File: config.mk
export PLATFORM = sky130hd
export DESIGN_NAME = uart_tx_buffered
export DESIGN_NICKNAME = d
export VERILOG_FILES = /design/src/rtl/uart_tx_buffered_pkg.sv /design/src/rtl/uart_fifo.sv /design/src/rtl/uart_tx_buffered.sv
export SDC_FILE = /design/constraint.sdc
export NUM_CORES = 1
export LEC_CHECK = 0
export CORE_AREA = 5 5 114 116
export DETAILED_ROUTE_END_ITERATION = 10
export DIE_AREA = 0 0 119 121
export PLACE_DENSITY = 0.76
export SKIP_CTS_REPAIR_TIMING = 1
export SYNTH_ARGS = -nofsm -noshare
export SYNTH_HDL_FRONTEND = slang
export SYNTH_SLANG_ARGS = --single-unit
export TNS_END_PERCENT = 30
File: constraint.sdc
create_clock -name CLK -period 3.4 [get_ports CLK]
set_clock_uncertainty 0.05 [all_clocks]
set_input_delay 0.85 -clock CLK [delete_from_list [all_inputs] [get_ports CLK]]
set_output_delay 0.85 -clock CLK [all_outputs]
set_load 0.01 [all_outputs]
File: src/rtl/uart_tx_buffered_pkg.sv
// rtl/uart_tx_buffered_pkg.sv - shared definitions for the buffered UART transmitter
// Holds the serializer state enum, the 8N1 frame constants and the baud divisor helper.
package uart_tx_buffered_pkg;

  typedef enum logic [1:0] {
    IDLE  = 2'd0,
    START = 2'd1,
    DATA  = 2'd2,
    STOP  = 2'd3
  } tx_state_t;

  localparam int DATA_BITS  = 8;
  localparam int FRAME_BITS = 10;

  // Cycles per serial bit; integer truncation of the ratio.
  function automatic int baud_div(input int clk_hz, input int baud);
    return clk_hz / baud;
  endfunction

endpackage

File: src/rtl/uart_fifo.sv
// rtl/uart_fifo.sv - byte FIFO feeding the UART serializer
// Ports:
//   CLK, NRST  clock, asynchronous active-low reset
//   push, din  write request and byte; ignored while full
//   pop, dout  read request and head byte (dout is valid whenever empty=0)
//   full       DEPTH bytes stored
//   empty      no bytes stored
module uart_fifo #(
  parameter int DEPTH = 16
) (
  input  logic       CLK,
  input  logic       NRST,
  input  logic       push,
  input  logic       pop,
  input  logic [7:0] din,
  output logic [7:0] dout,
  output logic       full,
  output logic       empty
);

  localparam int AW = $clog2(DEPTH);
  localparam logic [AW:0] FULL_CNT = DEPTH[AW:0];

  logic [7:0]    mem [DEPTH];
  logic [AW-1:0] wr_ptr;
  logic [AW-1:0] rd_ptr;
  logic [AW:0]   count;
  logic          do_push;
  logic          do_pop;

  assign full    = (count == FULL_CNT);
  assign empty   = (count == '0);
  // Full is judged on the current count, so a push is refused even when
  // a pop frees a slot on the same edge.
  assign do_push = push && !full;
  assign do_pop  = pop && !empty;
  assign dout    = mem[rd_ptr];

  // Pointers are exactly log2(DEPTH) bits, so they wrap DEPTH-1 -> 0 for free.
  always_ff @(posedge CLK or negedge NRST) begin
    if (!NRST) begin
      wr_ptr <= '0;
      rd_ptr <= '0;
      count  <= '0;
    end else begin
      if (do_push) wr_ptr <= wr_ptr + 1'b1;
      if (do_pop)  rd_ptr <= rd_ptr + 1'b1;
      case ({do_push, do_pop})
        2'b10:   count <= count + 1'b1;
        2'b01:   count <= count - 1'b1;
        default: ;
      endcase
    end
  end

  // Storage needs no reset: the pointers and count define what is valid.
  always_ff @(posedge CLK) begin
    if (do_push) mem[wr_ptr] <= din;
  end

endmodule

File: src/rtl/uart_tx_buffered.sv
// rtl/uart_tx_buffered.sv - FIFO-buffered 8N1 UART transmitter
// Ports:
//   CLK, NRST  system clock, asynchronous active-low reset
//   wr_en      single-cycle byte write strobe
//   wr_data    byte to queue, sampled with wr_en
//   full       FIFO holds DEPTH bytes
//   empty      FIFO holds no bytes
//   busy       serializer active or bytes still queued
//   overflow   sticky: a write arrived while full and was dropped
//   uart_tx    serial line, 8N1, LSB first, idle high, driven from a flop
module uart_tx_buffered
  import uart_tx_buffered_pkg::*;
#(
  parameter int CLK_HZ = 100000000,
  parameter int BAUD   = 115200,
  parameter int DEPTH  = 16
) (
  input  logic       CLK,
  input  logic       NRST,
  input  logic       wr_en,
  input  logic [7:0] wr_data,
  output logic       full,
  output logic       empty,
  output logic       busy,
  output logic       overflow,
  output logic       uart_tx
);

  localparam int DIV = baud_div(CLK_HZ, BAUD);
  localparam int CW  = (DIV > 1) ? $clog2(DIV) : 1;
  localparam logic [CW-1:0] LAST_TICK = CW'(DIV - 1);

  tx_state_t     state;
  logic [CW-1:0] baud_cnt;
  logic [2:0]    bit_idx;
  logic [7:0]    shift;
  logic [7:0]    fifo_dout;
  logic          pop;
  logic          tick;

  assign pop  = (state == IDLE) && !empty;
  assign tick = (baud_cnt == LAST_TICK);
  assign busy = (state != IDLE) || !empty;

  uart_fifo #(
    .DEPTH(DEPTH)
  ) u_fifo (
    .CLK   (CLK),
    .NRST  (NRST),
    .push  (wr_en),
    .pop   (pop),
    .din   (wr_data),
    .dout  (fifo_dout),
    .full  (full),
    .empty (empty)
  );

  always_ff @(posedge CLK or negedge NRST) begin
    if (!NRST) begin
      overflow <= 1'b0;
    end else if (wr_en && full) begin
      overflow <= 1'b1;
    end
  end

  // uart_tx is registered from the current state, so the line trails the
  // state by one cycle: a pop on edge p puts START on the line from p+1.
  // Every state still occupies exactly DIV cycles, so frame timing holds.
  always_ff @(posedge CLK or negedge NRST) begin
    if (!NRST) begin
      state    <= IDLE;
      baud_cnt <= '0;
      bit_idx  <= '0;
      shift    <= '0;
      uart_tx  <= 1'b1;
    end else begin
      case (state)
        IDLE: begin
          uart_tx  <= 1'b1;
          baud_cnt <= '0;
          if (!empty) begin
            shift <= fifo_dout;
            state <= START;
          end
        end
        START: begin
          uart_tx <= 1'b0;
          if (tick) begin
            baud_cnt <= '0;
            bit_idx  <= '0;
            state    <= DATA;
          end else begin
            baud_cnt <= baud_cnt + 1'b1;
          end
        end
        DATA: begin
          uart_tx <= shift[0];
          if (tick) begin
            baud_cnt <= '0;
            shift    <= shift >> 1;
            if (bit_idx == 3'(DATA_BITS - 1)) begin
              state <= STOP;
            end else begin
              bit_idx <= bit_idx + 1'b1;
            end
          end else begin
            baud_cnt <= baud_cnt + 1'b1;
          end
        end
        STOP: begin
          uart_tx <= 1'b1;
          if (tick) begin
            baud_cnt <= '0;
            state    <= IDLE;
          end else begin
            baud_cnt <= baud_cnt + 1'b1;
          end
        end
        default: state <= IDLE;
      endcase
    end
  end

endmodule

### After elaboration in Yosys (flattened, before gate mapping)

Memories as Yosys holds them, arrays and structs flattened.
Index checks and enable logic that the tools add are counted.

| storage, ports and cells | value |
|---|---|
| RAM bits | 128 |
| latch bits | 0 |
| register bits | 38 |
| memory bits (read-only) | 0 |
| memories | 1 |

| operators by class | value |
|---|---|
| shift operators | 0 |
| bitwise logic cells | 0 |
| reduce and logical (&&, ||, !) cells | 18 |
| mux-type cells | 19 |
| add/subtract/negate cells | 6 |
| $mul | 0 |
| eq/ne operators | 14 |
| div/mod/pow operators | 0 |
| order comparisons | 0 |

Memory list:

| name | depth | bits a word | rd ports | clocked after memory_dff | wr ports | line | source |
|---|---|---|---|---|---|---|---|
| u_fifo.mem | 16 | 8 | 1 | 0 | 1 | uart_fifo.sv:24 | `logic [7:0] mem [DEPTH];` |

Operators by type and width:

| cell | count |
|---|---|
| $pmux W10 S2 | 1 |
| $mux W8 | 2 |
| $pmux W8 S2 | 1 |
| $ne A2 B2 Y1 const B | 6 |
| $add A10 B1 Y10 const B | 1 |
| $eq A10 B10 Y1 const B | 1 |
| $mux W10 | 1 |
| $mux W2 | 5 |
| $pmux W5 S2 | 1 |
| $mux W3 | 3 |
| $add A4 B1 Y4 const B | 2 |
| $pmux W2 S4 | 1 |
| $reduce_bool A2 Y1 | 4 |
| $eq A2 B2 Y1 const B | 3 |
| $pmux W3 S2 | 1 |
| $add A5 B1 Y5 const B | 1 |
| $eq A5 B5 Y1 const B | 1 |
| $logic_not A5 Y1 | 1 |
| $reduce_and A5 Y1 | 1 |
| $sub A5 B1 Y5 const B | 1 |
| $eq A2 B1 Y1 const B | 2 |
| $logic_and A1 B1 Y1 | 4 |
| $reduce_and A4 Y1 | 1 |
| $add A3 B1 Y3 const B | 1 |
| other kinds (9) | 11 |

### Logic depth before layout (Yosys ltp)

Gate-level depths: netlist (run 1).

| logic depth | value |
|---|---|
| depth in word-level cells | 6 |
| depth in mapped cells | 13 |
| depth with buffers taken out | 12 |

### Cells and area by module

From an unflattened synthesis (run 1), not the netlist that was laid out.

| unflattened totals | value |
|---|---|
| cells, all modules | 450 |
| area, all modules | 7,118.1 µm² |

By module, submodules not included:

| module | instances | area each (µm²) | cells an instance |
|---|---|---|---|
| uart_fifo | 1 | 5,779.3 | 332 |
| uart_tx_buffered | 1 | 1,338.8 | 118 |

### Worst setup path before layout (run 1)

No wires, ideal clock.

| path | value |
|---|---|
| path type | reg2reg |
| from | register u_fifo.count[1] |
| to | register u_fifo.count[4] |
| stages on the path, launching flop included | 13 |
| period minus slack after synthesis | 2.726 ns |
| setup slack | 0.674 ns |
| buffers on the path | 1 |
| setup time | 0.079 ns |
| arrival time | 2.597 ns |
| required time | 3.271 ns |
| cells stage by stage | dfrtp_1 nor4_1 nor2b_1 nor2b_1 clkbuf_1 ha_1 xor2_1 ha_1 nor2_1 a22oi_1 o32a_1 nor2_1 xor2_1 |

| between the ends | value |
|---|---|
| word-level cells in the longest chain between the ends | 6 |
| elaborated cells between the ends (all ways) | 13 |

Ends and longest elaborated chain:

| what | line | source |
|---|---|---|
| from (decl) | uart_fifo.sv:27 | `logic [AW:0] count;` |
| from (signal assigned) | uart_fifo.sv:49 | `2'b10: count <= count + 1'b1;` |
| from (signal assigned) | uart_fifo.sv:50 | `2'b01: count <= count - 1'b1;` |
| $logic_not A5 Y1 * | uart_fifo.sv:32 | `assign empty = (count == '0);` |
| named net empty | uart_tx_buffered.sv:23 | `output logic empty,` |
| $logic_not A1 Y1 * | uart_fifo.sv:36, uart_tx_buffered.sv:41 |  |
| $logic_and A1 B1 Y1 | uart_tx_buffered.sv:41 | `assign pop = (state == IDLE) && !empty;` |
| $logic_and A1 B1 Y1 * | uart_fifo.sv:36 | `assign do_pop = pop && !empty;` |
| named net u_fifo.do_pop | uart_fifo.sv:29 | `logic do_pop;` |
| $eq A2 B1 Y1 or $eq A2 B2 Y1 (tied branches) | uart_fifo.sv:48 | `case ({do_push, do_pop})` |
| $pmux W5 S2 or $reduce_bool A2 Y1 (tied branches) | n/a |  |

Mark *: on every way through the listed nets, which the timed path passes. The rest lies on a longest branch.
A chain may end at the register's enable or synchronous reset.

### Final worst setup path (run 1)

| path | value |
|---|---|
| from | register u_fifo.count[1] |
| to | output port busy |

| between the ends | value |
|---|---|
| word-level cells in the longest chain between the ends | 3 |

Ends and longest elaborated chain:

| what | line | source |
|---|---|---|
| $logic_not A5 Y1 | uart_fifo.sv:32 |  |
| $logic_not A1 Y1 | uart_tx_buffered.sv:43 | `assign busy = (state != IDLE) \|\| !empty;` |
| $logic_or A1 B1 Y1 | uart_tx_buffered.sv:43 |  |
| to (decl) | uart_tx_buffered.sv:24 | `output logic busy,` |

No other way between the ends.

==> results of run 1 <==
worst reg2reg max path, stage by stage (launching register included):
cell and delay [ns]:
dfrtp_1 0.46, nor4_1 0.46, nor2b_1 0.24, nor2b_1 0.15, ha_1 0.32, xor2_1 0.17, ha_1 0.23, nor2_1 0.11
a22oi_1 0.09, o32a_1 0.31, nor2_1 0.13, xor2_1 0.18
power by group:
group	total [mW]	leakage, nW	switching, mW	internal (mW)
sequential	2.85	1.62	0.318	2.54
clock	1.79	0.257	0.778	1.01
combinational	1.96	0.975	1.04	0.917
total	6.60	2.85	2.14	4.46
final timing paths:
| kind | to | depth (start not counted) |
|---|---|---|
| worst min register to register | overflow | 1 |
| max in group asynchronous | shift[3] | 1 |
| worst min-delay path | overflow | 1 |
| worst max-delay path | busy | 4 |
| worst max register to register | u_fifo.count[4] | 11 |
| min in group asynchronous | u_fifo.count[3] | 1 |
area by class of cell:
type / count / area (sq um)
Inverter: 12 / 45.04
Sequential cell: 166 / 4796
Clock inverter: 14 / 126.4
Clock buffer: 17 / 425.4
Fill cell: 807 / 3935
Timing Repair Buffer: 34 / 300.3
Tap cell: 147 / 183.9
Multi-Input combinational cell: 239 / 1999
registers in the layout (all words and copies together), names as in the netlist:
register / flops
uart_tx: 1
u_fifo.mem: 128
u_fifo.wr_ptr: 4
u_fifo.rd_ptr: 4
overflow: 1
shift: 8
bit_idx: 3
state: 2
u_fifo.count: 5
baud_cnt: 10
synthesized netlist by cell type (all sizes together) (4+ instances only):
cell type | n | share of area [%]
edfxtp | 128 | 55
dfrtp | 37 | 13
nor2 | 32 | 1.7
mux2i | 25 | 3.6
mux4 | 21 | 7.0
nand2 | 21 | 1.1
ha | 16 | 2.9
a22oi | 15 | 1.6
a21oi | 13 | 0.94
inv | 12 | 0.65
clkbuf | 10 | 0.59
xnor2 | 10 | 1.3
buf | 9 | 0.92
xor2 | 9 | 1.1
nor2b | 8 | 0.72
nor3 | 8 | 0.58
o21ai | 8 | 0.58
nand3 | 6 | 0.43
o22ai | 6 | 0.54
o21a | 5 | 0.54
o311ai | 5 | 0.63
nand2b | 4 | 0.36
stage by stage:
step	util, %	power, mW	cell area, sq um	hold WS [ns]	instances
6_report	66.68	6.598	7876	0.4226	629
5_1_grt	66.68	6.999	7876	0.4484	629
4_1_cts	66.68	6.645	7876	0.4255	629
3_5_place_dp	62.01	4.844	7325	0.4142	598
3_3_place_gp	62.01	4.744	7325	0.3895	598
2_1_floorplan	-	4.301	6945	0.4052	436
kinds of logic (layout without fill, tap and decap cells):
family	after synthesis	after routing	synth area share (%)
fa+ha+maj	16	16	2.882
buf+inv	31	77	2.162
mux	49	49	11.12
simple gates	93	93	6.359
compound gates	62	62	6.035
xor+xnor	19	19	2.396
flops	166	166	69.05
layer usage:
| metal | wire length [um] | share of wire (%) | track usage, % | vias up |
|---|---|---|---|---|
| li1 | - | - | - | 1739 |
| met5 | 0 | 0 | 0 | - |
| met4 | 239 | 1.8 | 6.807 | 0 |
| met2 | 7051 | 53 | 34.83 | 93 |
| met3 | 661 | 5.0 | 5.641 | 18 |
| met1 | 5396 | 40 | 24.44 | 1879 |
cell usage in the layout (no fill, tap or decap), types with 13 or more instances in the layout:
cell type        instances
a21oi_1                 13
a22oi_1                 15
buf_4                   18
clkbuf_16               17
clkdlybuf4s50_1         14
dfrtp_1                 37
edfxtp_1               128
ha_1                    16
mux2i_1                 25
mux4_2                  17
nand2_1                 21
nor2_1                  32
==> results.toml, run 1 <==
[clock_network]
clock_latency_ns = 0.42
clk_path_buf_depth = 2
htreeDepth = 4
cts_num_sinks = 166
cts_tree = "built"
cts_made_buffers = 17
clk_pin_slew_ns = 0.07
root_buffer = "clkbuf_16"

[synthesis]
synth_cell_types = 45
syn_inst = 436
synth_seq_cells = 166
seq_area_frac_synth_pct = 69.05
synth.avg_cell_area_sq_um = 15.93
syn_nets = 463
syn-cell-area_sq_um = 6945
synth-edff-count = 128
synth_warnings = 0
ys.flop_type = "edfxtp_1"
synth-async-reset-ratio_pct = 22.89

[final_layout]
drive_above_1_share_pct = 14.73
num-nets-final = 497
area_growth_pct = 13.40
antennaDiodeCount = 0

[global_route]
grt_antenna_before_repair = 0
first_global_vias = 3864
grt_overflow = 0
grt_usage_pct = 20.13
grt_pass1_wl_um = 21510
grt_max_degree = 39

[worst_setup_path]
critPathBufInv = 2
critical-path-slowest-cell = "clkdlybuf4s50_1"
end_kind = "output pin"
critPathMaxFanout = 7
ff2ff_setup_slack_ns = 0.43
critPathLaunch = "u_fifo.count[1]"
crit_path_start_kind = "register"
critPathTopFamily = "simple AND/OR/NAND/NOR gates"
cp.arrival_ns = 2.18
cp_slowest_stage_delay_ns = 0.47
crit_type = "register to output pin"
worstPathCellList = "nor4_1 > and3b_1 > inv_1 > clkdlybuf4s50_1"
r2r_start = "u_fifo.count[1]"
worstPathRequired_ns = 2.50

[timing]
worstMarginPinSlew_ns = 0.9839
period_needed_ns = 3.084
setup_viol = 0
finalCritPeriodShare_pct = 90.72
clock.fmax_mhz = 324.2
rsz0062_at_grt = "false"
fin_ws_ns = 0.3155
finalSetupTns_ns = 0
relSlewSlack_pct = 34.41
hold_violations = 0
slew_viol_final = 0

[drt]
totalWireLength_um = 13350
drt-vias-per-instance = 5.928
vias = 3729
ant_nets = 0
drc = 0
drtPass1Iterations = 6
drt-initial-drc-count = 347
post_drt_wl_per_cell_um = 21.22

[die]
io_pins = 16
row_count = 40
die_h_um = 121
die_x_um = 119
start_util_pct = 58.80
fp.dieArea_sq_um = 14400
core_area_sq_um = 11810

[placement]
place.gp.congestion = 0.8740
port_buffers = 15
place_hpwl_um = 8469
dp_slack_ns = 0.3137

[job]
maxCapViolCount = 0

[worst_hold_path]
hold_class = "register to register"
hp-start = "overflow"

[pwr]
vdd_ir_drop_max_mv = 0.6941
p_leak_nw = 2.853
power_density_nw_per_um2 = 837.7

[status]
status = "complete, no violations"
Note: power is estimated with default switching activity, not from simulation.
==> run 2: changes to the inputs <==
- RECOVER_POWER: unset -> 50
==> run 2 against run 1 <==
  * The run now ends with capacitance limit, slew limit left
  * Worst setup slack gained 0.0020 ns
  * Critical path depth is the same
  * Sequential power is essentially flat
  * Global-route usage is the same
  * Utilization is essentially flat
  * Total power is essentially flat
  * Critical endpoint unchanged
  * Largest cell class unchanged
  * Largest power group unchanged
==> results.toml, run 2 (synthesis gave the netlist of run 1 again) <==
[clock_network]
root_buffer = "clkbuf_16"
clock_latency_ns = 0.42
clk_pin_slew_ns = 0.07
cts_made_buffers = 17
clk_path_buf_depth = 2
cts_tree = "built"
cts_num_sinks = 166
htreeDepth = 4

[timing]
hold_violations = 0
setup_viol = 0
slew_viol_final = 39
worstMarginPinSlew_ns = 2.122
finalSetupTns_ns = 0
rsz0062_at_grt = "false"
relSlewSlack_pct = -41.44
finalCritPeriodShare_pct = 90.66
clock.fmax_mhz = 324.4
period_needed_ns = 3.082

[pwr]
p_comb_share_pct = 29.7
p_switching_mw = 2.139
seqPwrFrac_pct = 43.3
vdd_ir_drop_max_mv = 0.6931
switching_share_pct = 32.42
internal-power_mw = 4.459
power_density_nw_per_um2 = 837.8
p_leak_nw = 2.852
pwr-share-clk_pct = 27.1

[final_layout]
multiInputGateArea_sq_um = 1999
sequential_cell_area_sq_um = 4796
layout.cells.non_filler = 629
largest_reg_flops = 128
drive_above_1_share_pct = 14.52
antennaDiodeCount = 0
num-nets-final = 497
area_growth_pct = 13.38
n_fill_cell = 808
reg.largest.list = "u_fifo.mem: 128 flops, baud_cnt: 10 flops, shift: 8 flops"
regMostFlops = "u_fifo.mem"
final_cell_mix = "128 x edfxtp_1, 37 x dfrtp_1, 32 x nor2_1, 25 x mux2i_1, 21 x nand2_1"
final_common_cell = "edfxtp_1"

[placement]
port_buffers = 15
place_hpwl_um = 8469
place.gp.congestion = 0.8740
place_inst = 598

[status]
violations = "capacitance limit, slew limit"
status = "finished, violations left"

[global_route]
grt_usage_pct = 20.13
first_global_vias = 3864
grt_max_degree = 39
grt_overflow = 0
grt_pass1_wl_um = 21510
grt_antenna_before_repair = 0

[worst_setup_path]
crit_path_start_kind = "register"
ff2ff_setup_slack_ns = 0.43
critPathMaxFanout = 7
worstPathRequired_ns = 2.50
cp.arrival_ns = 2.18
end_kind = "output pin"
crit_type = "register to output pin"

[drt]
drtPass1Iterations = 4
vias = 3731
ant_nets = 0
drc = 0
drt-initial-drc-count = 346
post_drt_wl_per_cell_um = 21.20
drt-vias-per-instance = 5.932
totalWireLength_um = 13330

[die]
io_pins = 16
die_h_um = 121
start_util_pct = 58.80
fp.dieArea_sq_um = 14400
core_area_sq_um = 11810
die_x_um = 119
row_count = 40

[job]
maxCapViolCount = 1

[worst_hold_path]
hold_class = "register to register"
-- run 2: cell count changes in the layout (fill, tap and decap cells not counted), sizes merged --
cell	delta
clkdlybuf4s50	-8
dlygate4sd3	+8
buf	-1
clkbuf	+1
-- run 2: final timing paths --
path | start | end | depth (start not counted)
hold / removal | overflow | overflow | 1
hold reg to reg | overflow | overflow | 1
min in group asynchronous | NRST | u_fifo.count[3] | 1
setup / recovery | u_fifo.count[1] | busy | 4
setup reg to reg | u_fifo.count[1] | u_fifo.count[4] | 11
max in group asynchronous | NRST | shift[4] | 1
-- run 2: per-layer routing --
metal | track usage, % | up-vias | share of wire (%)
met2 | 34.83 | 98 | 54
met4 | 6.807 | 0 | 1.7
met5 | 0 | - | 0
li1 | - | 1740 | -
met3 | 5.641 | 14 | 5.8
met1 | 24.44 | 1879 | 39
-- run 2: critical path, cell delays in order, from the launching register on --
cell and delay [ns]:
dfrtp_1 0.46, nor4_1 0.46, and3b_1 0.29, inv_1 0.07
clkdlybuf4s50_1 0.47
-- run 2: layout make-up --
cell class | instances | share of cell area [%]
tap | 147 | 2.336
clock buffer | 17 | 5.402
sequential | 166 | 60.90
inverter | 12 | 0.5720
clock inverter | 14 | 1.605
multi-input combinational | 239 | 25.39
timing repair buffer | 34 | 3.797
-- run 2: power groups by stage --
| stage | sequential [mW] | combinational, mW | clock (mW) |
|---|---|---|---|
| 2_1_floorplan | 2.71 | 1.59 | 0 |
| 3_3_place_gp | 2.86 | 1.88 | 0 |
| 3_5_place_dp | 2.89 | 1.96 | 0 |
| 4_1_cts | 2.86 | 1.98 | 1.81 |
| 5_1_grt | 2.90 | 2.18 | 1.92 |
| 6_report | 2.86 | 1.96 | 1.79 |
-- run 2: metrics by stage --
step	worst slack [ns]	area, sq um	power, mW	util [%]	hold slack [ns]
after floorplan	0.6737	6945	4.301	-	0.4052
after global placement	0.4151	7325	4.744	62.01	0.3895
after detailed placement	0.3137	7325	4.844	62.01	0.4142
after CTS	0.2795	7876	6.645	66.68	0.4255
after global routing	0.1561	7875	6.997	66.67	0.4484
final	0.3175	7875	6.598	66.67	0.4225
